==> config.mk <==
export PLATFORM = sky130hd
export DESIGN_NAME = fifo_ram_ctrl
export DESIGN_NICKNAME = d
export VERILOG_FILES = /design/src/rtl/fifo_ram_ctrl.sv
export SDC_FILE = /design/constraint.sdc
export NUM_CORES = 1
export LEC_CHECK = 0
export ABC_AREA = 0
export CAP_MARGIN = 40
export CORE_ASPECT_RATIO = 0.9
export CORE_MARGIN = 4
export CORE_UTILIZATION = 44
export DETAILED_ROUTE_END_ITERATION = 10
export PLACE_DENSITY = 0.83
export SYNTH_ARGS = -nofsm -noshare
export SYNTH_HDL_FRONTEND = slang
export SYNTH_SLANG_ARGS = --single-unit
==> constraint.sdc <==
create_clock -name clk -period 3.8 [get_ports clk]
set_input_delay 0.76 -clock clk [delete_from_list [all_inputs] [get_ports clk]]
set_output_delay 0.76 -clock clk [all_outputs]
set_load 0.005 [all_outputs]
==> src/rtl/fifo_ram_ctrl.sv <==
// Control stage for the streaming FIFO: drives the external dual-port RAM and hides its read
// latency behind a small credit-limited output buffer. Optional flags: `FIFO_ALMOST_FLAGS_EN.
module fifo_ram_ctrl #(
   parameter int WIDTH         = 32,
   parameter int ADDR_WIDTH    = 4,
   parameter int DEPTH         = 16,
   parameter int RD_LATENCY    = 1,
   parameter int AFULL_THRESH  = 12,
   parameter int AEMPTY_THRESH = 2
) (
   input  logic                  clk,
   input  logic                  reset,
   input  logic                  in_valid,
   output logic                  in_ready,
   input  logic [WIDTH-1:0]      in_data,
   output logic                  out_valid,
   input  logic                  out_ready,
   output logic [WIDTH-1:0]      out_data,
   output logic [ADDR_WIDTH+1:0] usedw,
   output logic                  ram_clken,
   output logic [ADDR_WIDTH-1:0] ram_address_a,
   output logic                  ram_wren_a,
   output logic [WIDTH-1:0]      ram_data_a,
   output logic [ADDR_WIDTH-1:0] ram_address_b,
   input  logic [WIDTH-1:0]      ram_q_b
`ifdef FIFO_ALMOST_FLAGS_EN
   ,
   output logic                  almost_full,
   output logic                  almost_empty
`endif
);

   localparam int CW  = ADDR_WIDTH + 2;
   localparam int OB  = RD_LATENCY + 2;
   localparam int OBW = $clog2(OB);

   localparam logic [CW-1:0]         LP_ONE     = CW'(1);
   localparam logic [CW-1:0]         LP_DEPTH   = CW'(DEPTH);
   localparam logic [CW-1:0]         LP_CREDITS = CW'(OB);
   localparam logic [ADDR_WIDTH-1:0] LP_PTR_ONE = ADDR_WIDTH'(1);
   localparam logic [OBW-1:0]        LP_OB_ONE  = OBW'(1);
   localparam logic [OBW-1:0]        LP_OB_LAST = OBW'(OB - 1);

   logic [ADDR_WIDTH-1:0] r_wr_ptr;
   logic [ADDR_WIDTH-1:0] r_rd_ptr;
   logic [CW-1:0]         r_ram_count;
   logic [RD_LATENCY-1:0] r_vpipe;
   logic [WIDTH-1:0]      r_obuf [OB];
   logic [OBW-1:0]        r_ob_wr;
   logic [OBW-1:0]        r_ob_rd;
   logic [CW-1:0]         r_ob_count;
   logic [CW-1:0]         r_usedw;

   logic                  w_push;
   logic                  w_issue;
   logic                  w_load;
   logic                  w_pop;
   logic [CW-1:0]         w_inflight;
   logic [CW-1:0]         w_inflight_nxt;
   logic [CW-1:0]         w_ram_count_nxt;
   logic [CW-1:0]         w_ob_count_nxt;
   logic [CW-1:0]         w_usedw_nxt;
   logic [RD_LATENCY-1:0] w_vpipe_nxt;

   function automatic logic [CW-1:0] f_popcount(input logic [RD_LATENCY-1:0] v);
      logic [CW-1:0] n;
      n = '0;
      for (int i = 0; i < RD_LATENCY; i++) begin
         if (v[i]) n = n + LP_ONE;
      end
      return n;
   endfunction

   function automatic logic [OBW-1:0] f_ob_inc(input logic [OBW-1:0] p);
      return (p == LP_OB_LAST) ? '0 : p + LP_OB_ONE;
   endfunction

   // Issue decisions look only at registered counts, so a read can never hit this cycle's write.
   assign in_ready   = ~reset & (r_ram_count != LP_DEPTH);
   assign w_push     = in_valid & in_ready;
   assign w_inflight = f_popcount(r_vpipe);
   assign w_issue    = (r_ram_count != '0) && ((w_inflight + r_ob_count) < LP_CREDITS);
   assign w_load     = r_vpipe[RD_LATENCY-1];
   assign out_valid  = (r_ob_count != '0);
   assign w_pop      = out_valid & out_ready;

   always_comb begin
      w_ram_count_nxt = r_ram_count;
      if (w_push && !w_issue) w_ram_count_nxt = r_ram_count + LP_ONE;
      else if (!w_push && w_issue) w_ram_count_nxt = r_ram_count - LP_ONE;

      w_ob_count_nxt = r_ob_count;
      if (w_load && !w_pop) w_ob_count_nxt = r_ob_count + LP_ONE;
      else if (!w_load && w_pop) w_ob_count_nxt = r_ob_count - LP_ONE;

      w_vpipe_nxt    = r_vpipe << 1;
      w_vpipe_nxt[0] = w_issue;
   end

   assign w_inflight_nxt = f_popcount(w_vpipe_nxt);
   assign w_usedw_nxt    = w_ram_count_nxt + w_inflight_nxt + w_ob_count_nxt;

   always_ff @(posedge clk) begin
      if (reset) begin
         r_wr_ptr    <= '0;
         r_rd_ptr    <= '0;
         r_ram_count <= '0;
         r_vpipe     <= '0;
         r_ob_wr     <= '0;
         r_ob_rd     <= '0;
         r_ob_count  <= '0;
         r_usedw     <= '0;
      end else begin
         if (w_push)  r_wr_ptr <= r_wr_ptr + LP_PTR_ONE;
         if (w_issue) r_rd_ptr <= r_rd_ptr + LP_PTR_ONE;
         r_ram_count <= w_ram_count_nxt;
         r_vpipe     <= w_vpipe_nxt;
         if (w_load) begin
            r_obuf[r_ob_wr] <= ram_q_b;
            r_ob_wr         <= f_ob_inc(r_ob_wr);
         end
         if (w_pop) r_ob_rd <= f_ob_inc(r_ob_rd);
         r_ob_count <= w_ob_count_nxt;
         r_usedw    <= w_usedw_nxt;
      end
   end

`ifdef FIFO_ALMOST_FLAGS_EN
   logic r_almost_full;
   logic r_almost_empty;

   always_ff @(posedge clk) begin
      if (reset) begin
         r_almost_full  <= 1'b0;
         r_almost_empty <= 1'b1;
      end else begin
         r_almost_full  <= (w_usedw_nxt >= CW'(AFULL_THRESH));
         r_almost_empty <= (w_usedw_nxt <= CW'(AEMPTY_THRESH));
      end
   end

   assign almost_full  = r_almost_full;
   assign almost_empty = r_almost_empty;
`endif

   assign usedw         = r_usedw;
   assign out_data      = r_obuf[r_ob_rd];
   assign ram_clken     = 1'b1;
   assign ram_address_a = r_wr_ptr;
   assign ram_wren_a    = w_push;
   assign ram_data_a    = in_data;
   assign ram_address_b = r_rd_ptr;

endmodule

==> results of run 1 <==
[power by group through the flow]
stage	clock network, W	logic (W)	registers (W)
after global routing	0.00163	0.00245	0.00191
final	0.00154	0.00221	0.00189
after CTS	0.00157	0.00220	0.00188
after detailed placement	0	0.00217	0.00191
after global placement	0	0.00208	0.00193
after floorplan	0	0.00144	0.00181
[registers in the layout, summed over array words and instances, names as in the netlist, named ones only]
signal and cells:
r_ob_count 6, r_ob_rd 2, r_ob_wr 2, r_obuf 96, r_ram_count 6, r_vpipe 1, ram_address_a 4, ram_address_b 4
usedw 6
[kinds of logic after synthesis]
family,count (synthesis)
flops,129
simple gates,120
buf+inv,66
compound gates,63
mux,41
xor+xnor,20
fa+ha+maj,15
other cells,1
[layout by cell type (no fill, tap or decap), drive strengths merged, types with 3 or more instances in the layout]
cell type,n
edfxtp,96
clkdlybuf4s50,84
nand2,49
o21ai,39
mux2i,37
dfxtp,33
nor2,31
clkbuf,18
buf,16
ha,12
xor2,11
inv,10
xnor2,9
nor2b,8
a21oi,7
nand2b,6
clkinv,6
nand4,5
clkinvlp,5
nand3,4
mux2,4
or3,3
nor3b,3
nor3,3
[stage by stage]
step | hold WS (ns) | setup WS (ns) | instances | total power (W) | utilization (%)
after floorplan | 0.459 | -0.211 | 455 | 0.00325 | -
after global placement | 0.461 | 0.120 | 657 | 0.00401 | 51.2
after detailed placement | 0.481 | -0.0259 | 658 | 0.00409 | 51.3
after CTS | 0.487 | 0.0581 | 690 | 0.00566 | 55.8
after global routing | 0.540 | 0.0136 | 694 | 0.00599 | 56.1
final | 0.489 | 0.259 | 694 | 0.00563 | 56.1
[critical path, stage by stage, from the launching register on]
cell	delay (ns)
dfxtp_2	0.36
inv_1	0.07
ha_1	0.21
or3b_1	0.42
o31ai_4	0.34
buf_4	0.17
nor3b_1	0.05
a31oi_1	0.19
xnor2_1	0.18
ha_1	0.28
o21a_1	0.17
o31a_1	0.11
o21ai_0	0.24
o211ai_1	0.16
and3b_1	0.20
mux2_1	0.27
[routing by layer]
| metal | up-vias | wire, um | GRT usage (%) |
|---|---|---|---|
| li1 | 1706 | - | - |
| met1 | 1690 | 4650 | 17.6 |
| met2 | 101 | 5540 | 25.1 |
| met3 | 19 | 766 | 6.22 |
| met4 | 0 | 144 | 6.22 |
| met5 | - | 0 | 0 |
[cell type report]
cell class | instances | area [um2] | area share, %
clock buffers | 18 | 429 | 6.03
clock inverters | 14 | 141 | 1.99
inverters | 9 | 38.8 | 0.545
multi-input cells | 260 | 1770 | 24.8
flip-flops and latches | 129 | 3550 | 49.9
well taps | 164 | 205 | 2.88
repair buffers | 100 | 986 | 13.9
[repair_timing]
action	4_1_cts	5_1_grt
setup buffers	0	4
endpoints found under the hold margin	0	0
hold buffers	0	0
setup endpoints to repair	0	1
resized for setup	0	2
[worst min-delay path by stage]
stage                 to               startpoint  cells after the start  slack [ns]
5_1_grt        flip-flop  r_ob_rd[1]$_SDFFE_PP0P_                      2        0.54
3_5_place_dp   flip-flop  r_ob_rd[1]$_SDFFE_PP0P_                      2        0.48
2_1_floorplan  flip-flop  r_ob_rd[1]$_SDFFE_PP0P_                      2        0.46
6_report       flip-flop  r_ob_rd[1]$_SDFFE_PP0P_                      2        0.49
4_1_cts        flip-flop  r_ob_rd[1]$_SDFFE_PP0P_                      2        0.49
3_3_place_gp   flip-flop  r_ob_rd[1]$_SDFFE_PP0P_                      2        0.46
==> qor.csv, run 1 <==
metric;value;unit
grt.overflow.total;0;
fmax;282;MHz
ir_drop;0.499;mV
clk_pin_slew;0.06;ns
status;completed;
p_seq_share;33.5;%
grt.total_usage;15.1;%
cp_data_arrival_time;3.84;ns
drtIter0Drc;233;
core_area;12700;um2
async_reset_ff_share;0;%
cp-end-kind;flip-flop;
die-area;14800;um2
grt_pass1_vias;3590;
first_pass_iters;4;
drv_cap;0;
p_int;0.00383;W
h-tree-depth;4;
netlist_instances;455;
ios;150;
synth_top_flop_cell;edfxtp_1;
required;4.09;ns
syn_to_final_growth;25.0;%
cp_max_fo;8;
clk_latency;0.41;ns
die_w;128;um
antenna_found_initial;0;
crit_end;usedw[5]$_SDFF_PP0_;
fillers;1019;
grt_start_max_net_pins;55;
ys_ff_latch;129;
netlist_top_cells_count;96 x edfxtp_1, 49 x nand2_1, 38 x o21ai_0;
comb_power_share;39.3;%
syn_area;5690;um2
wire_per_inst;16.0;um
synth_fa_ha_area_share;3.54;%
final_nets;599;
power.net_switching;0.00181;W
die_h;116;um
start_kind;flip-flop;
maxSlewHeadroom;66.0;%
synth_compound_area_share;6.75;%
drv_slew;0;
r2r-end;usedw[5]$_SDFF_PP0_;
ys_top_cells_by_area;edfxtp_1 51%, dfxtp_1 12%, mux2i_1 6.5%;
regToRegStartpoint;r_ob_count[0]$_SDFF_PP0_;
grt_pass1_wl;17.3;mm
post-route-period-util;93.2;%
initial_core_util;44.9;%
synth_xor_area_share;3.08;%
clockPowerShare;27.3;%
via_per_inst;5.07;
path_class;flip-flop to flip-flop;
yosysUniqueCellTypes;51;
fin_skew;0.00648;ns
synth.most_common_cell;edfxtp_1;
switching_share;32.1;%
synth_top_family_by_area;simple AND/OR/NAND/NOR gates;
r2r_slack;0.26;ns
fin_setup_tns;0;ns
min_period;3.54;ns
ant_nets;0;
wl;11.1;mm
tightest_slew;0.510;ns
dp_hpwl;7.38;mm
cts_tree;yes;
drive_gt1_share;11.1;%
reg2reg_depth;15;
power_density;792;nW/um2
setup_viol;0;
synth-simple-area-share;10.0;%
fin_area;7110;um2
cts_sinks;129;
via_count;3516;
synth_edf_count;96;
synth_mux_area_share;7.30;%
antenna_cells;0;
row_count;39;
synth_top_area_cell;edfxtp_1;
netlist.area_leader.share;50.7;%
numCtsBuffers;17;
rsz0062_at_grt;false;
clockRootBuffer;clkbuf_16;
drc;0;
gp_congestion;0.804;
cp-startpoint;r_ob_count[0]$_SDFF_PP0_;
dpl_cell_area;6510;um2
yosysSeqAreaShare;62.3;%
port_buffers;84;
finalHoldViolations;0;
p_leak;2.48;nW
yosys_warnings;0;
syn_nets;537;
syn_area_per_cell;12.5;um2
hold_path.class;flip-flop to flip-flop;
clockBufferDepth;2;
No activity file was read; power rests on OpenSTA's default activity.
==> inputs of run 2 (changes only) <==
--- a/config.mk
+++ b/config.mk
@@ -7,7 +7,6 @@
 export LEC_CHECK = 0
 export ABC_AREA = 0
 export CAP_MARGIN = 40
-export CORE_ASPECT_RATIO = 0.9
 export CORE_MARGIN = 4
 export CORE_UTILIZATION = 44
 export DETAILED_ROUTE_END_ITERATION = 10
==> run 2 against run 1 <==
Effect of this change: clock skew hardly changed; routed wire length is 1.1% lower; power increased by 2.7%; register-to-register slack hardly changed; die area about the same; clock power up 6%; count of clock-buffer cells in the layout stayed put; utilization rose by 0.82 points; hold slack better by 0.0063 ns; final cell count up 1.7%; first-iteration DRC count fell by 20%; critical endpoint unchanged.
==> qor.csv, run 2 (synthesis results as in run 1) <==
metric;value;unit;change
fmax;283;MHz;was 282 MHz
die_w;122;um;was 128 um
ant_nets;0;;unchanged
via_count;3535;;was 3516
core_area;12600;um2;was 12700 um2
min_period;3.54;ns;about the same
setup_viol;0;;unchanged
post-route-period-util;93.1;%;was 93.2%
largest_register;r_obuf;;unchanged
total_power;0.00579;W;was 0.00563 W
grt_pass1_vias;3536;;was 3590
die_h;122;um;was 116 um
p_leak;2.52;nW;was 2.48 nW
clockRootBuffer;clkbuf_16;;unchanged
largest_reg_flops;96;;unchanged
power_density;806;nW/um2;was 792 nW/um2
cts_hold_buf;0;;unchanged
cp-end-kind;flip-flop;;unchanged
drc;0;;unchanged
cp_data_arrival_time;3.83;ns;was 3.84 ns
port_buffers;84;;unchanged
fillers;1024;;was 1019
maxSlewHeadroom;63.4;%;was 66.0%
syn_to_final_growth;26.1;%;was 25.0%
gp_congestion;0.861;;was 0.804
finalHoldViolations;0;;unchanged
initial_core_util;45.1;%;was 44.9%
path_class;flip-flop to flip-flop;;unchanged
wire_per_inst;15.6;um;was 16.0 um
ios;150;;unchanged
row_count;41;;was 39
ir_drop;0.501;mV;was 0.499 mV
drive_gt1_share;12.0;%;was 11.1%
die-area;14800;um2;about the same
rsz0062_at_grt;false;;unchanged
numCtsBuffers;17;;unchanged
h-tree-depth;4;;unchanged
status;completed;;unchanged
grt_pass1_wl;17.3;mm;about the same
drv_cap;0;;unchanged
whs;0.496;ns;was 0.489 ns
dp_hpwl;7.45;mm;was 7.38 mm
clk_latency;0.41;ns;about the same
required;4.10;ns;was 4.09 ns
fin_skew;0.00632;ns;was 0.00648 ns
fin_setup_tns;0;ns;unchanged
antenna_found_initial;0;;unchanged
dp_slack;-0.0624;ns;was -0.0259 ns
start_kind;flip-flop;;unchanged
cts_sinks;129;;unchanged
grt.overflow.total;0;;unchanged
wl;11.0;mm;was 11.1 mm
final_common_cell;edfxtp_1;;unchanged
via_per_inst;5.01;;was 5.07
grt_start_max_net_pins;37;;was 55
cts_tree;yes;;unchanged
clockBufferDepth;2;;unchanged
drv_slew;0;;unchanged
drtIter0Drc;187;;was 233
grt.total_usage;15.2;%;was 15.1%
dp.cells;673;;was 658
final_nets;603;;was 599
final_cell_mix;96 x edfxtp_1, 84 x clkdlybuf4s50_1, 49 x nand2_1;;unchanged
first_pass_iters;4;;unchanged
hold_path.class;flip-flop to flip-flop;;unchanged
cp_max_fo;9;;was 8
tightest_slew;0.550;ns;was 0.510 ns
stdcell_count;706;;was 694
antenna_cells;0;;unchanged
worst_slack;0.264;ns;was 0.259 ns
clk_pin_slew;0.06;ns;about the same
## run 2: cell count changes in the layout (fill, tap and decap cells not counted)
cell	before	now
inv_6	2	5
clkinvlp_4	5	2
buf_12	2	1
bufinv_16	2	3
buf_4	14	19
clkinv_2	2	0
clkinv_1	2	1
clkinv_4	2	4
## run 2: final cells by class
class | count | area [um2] | share of cell area, %
Tap cell | 172 | 215 | 3.00
Timing Repair Buffer | 104 | 1000 | 14.0
Sequential cell | 129 | 3550 | 49.4
Inverter | 9 | 38.8 | 0.540
Clock inverter | 14 | 179 | 2.49
Clock buffer | 18 | 429 | 5.98
Multi-Input combinational cell | 260 | 1770 | 24.6
## run 2: power by group
| part | internal [W] | switching (W) | total [W] |
|---|---|---|---|
| clock | 0.00104 | 0.000595 | 0.00163 |
| combinational | 0.00120 | 0.00106 | 0.00226 |
| sequential | 0.00170 | 0.000192 | 0.00190 |
## run 2: timing repair
item | 4_1_cts | 5_1_grt
gates resized for setup | 0 | 2
buffers inserted | 0 | 1
setup endpoints to repair | 0 | 1
## run 2: path summary, 6_finish.rpt
check	from	end	slack, ns	cells past startpoint
min	r_ob_rd[1]$_SDFFE_PP0P_	flip-flop	0.50	2
max	r_vpipe$_SDFF_PP0_	usedw[5]$_SDFF_PP0_	0.26	15
min reg2reg	r_ob_rd[1]$_SDFFE_PP0P_	flip-flop	0.50	2
max reg2reg	r_vpipe$_SDFF_PP0_	usedw[5]$_SDFF_PP0_	0.26	15
## run 2: through the flow
| step | cell area, um2 | util (%) |
|---|---|---|
| after CTS | 7160 | 56.7 |
| after floorplan | 5690 | - |
| final | 7180 | 56.9 |
| after global routing | 7180 | 56.9 |
| after detailed placement | 6550 | 51.9 |
| after global placement | 6550 | 51.9 |
## run 2: per-layer routing
| layer | wire, um | vias to the layer above | global-route usage [%] |
|---|---|---|---|
| li1 | - | 1721 | - |
| met2 | 5470 | 85 | 24.9 |
| met5 | 0 | - | 0 |
| met4 | 154 | 0 | 6.16 |
| met3 | 738 | 17 | 5.94 |
| met1 | 4630 | 1712 | 18.0 |
## run 2: worst max-delay path: stages, from the launching register on
cell and delay (ns):
dfxtp_1 0.33, buf_4 0.16, ha_1 0.22, maj3_2 0.31, o22ai_2 0.14, o211a_2 0.31
inv_6 0.08, o21ai_0 0.24, inv_1 0.07, ha_1 0.29, nor2b_1 0.15, o31a_1 0.26
o21ai_0 0.24, o211ai_1 0.16, and3b_1 0.20, mux2_1 0.27
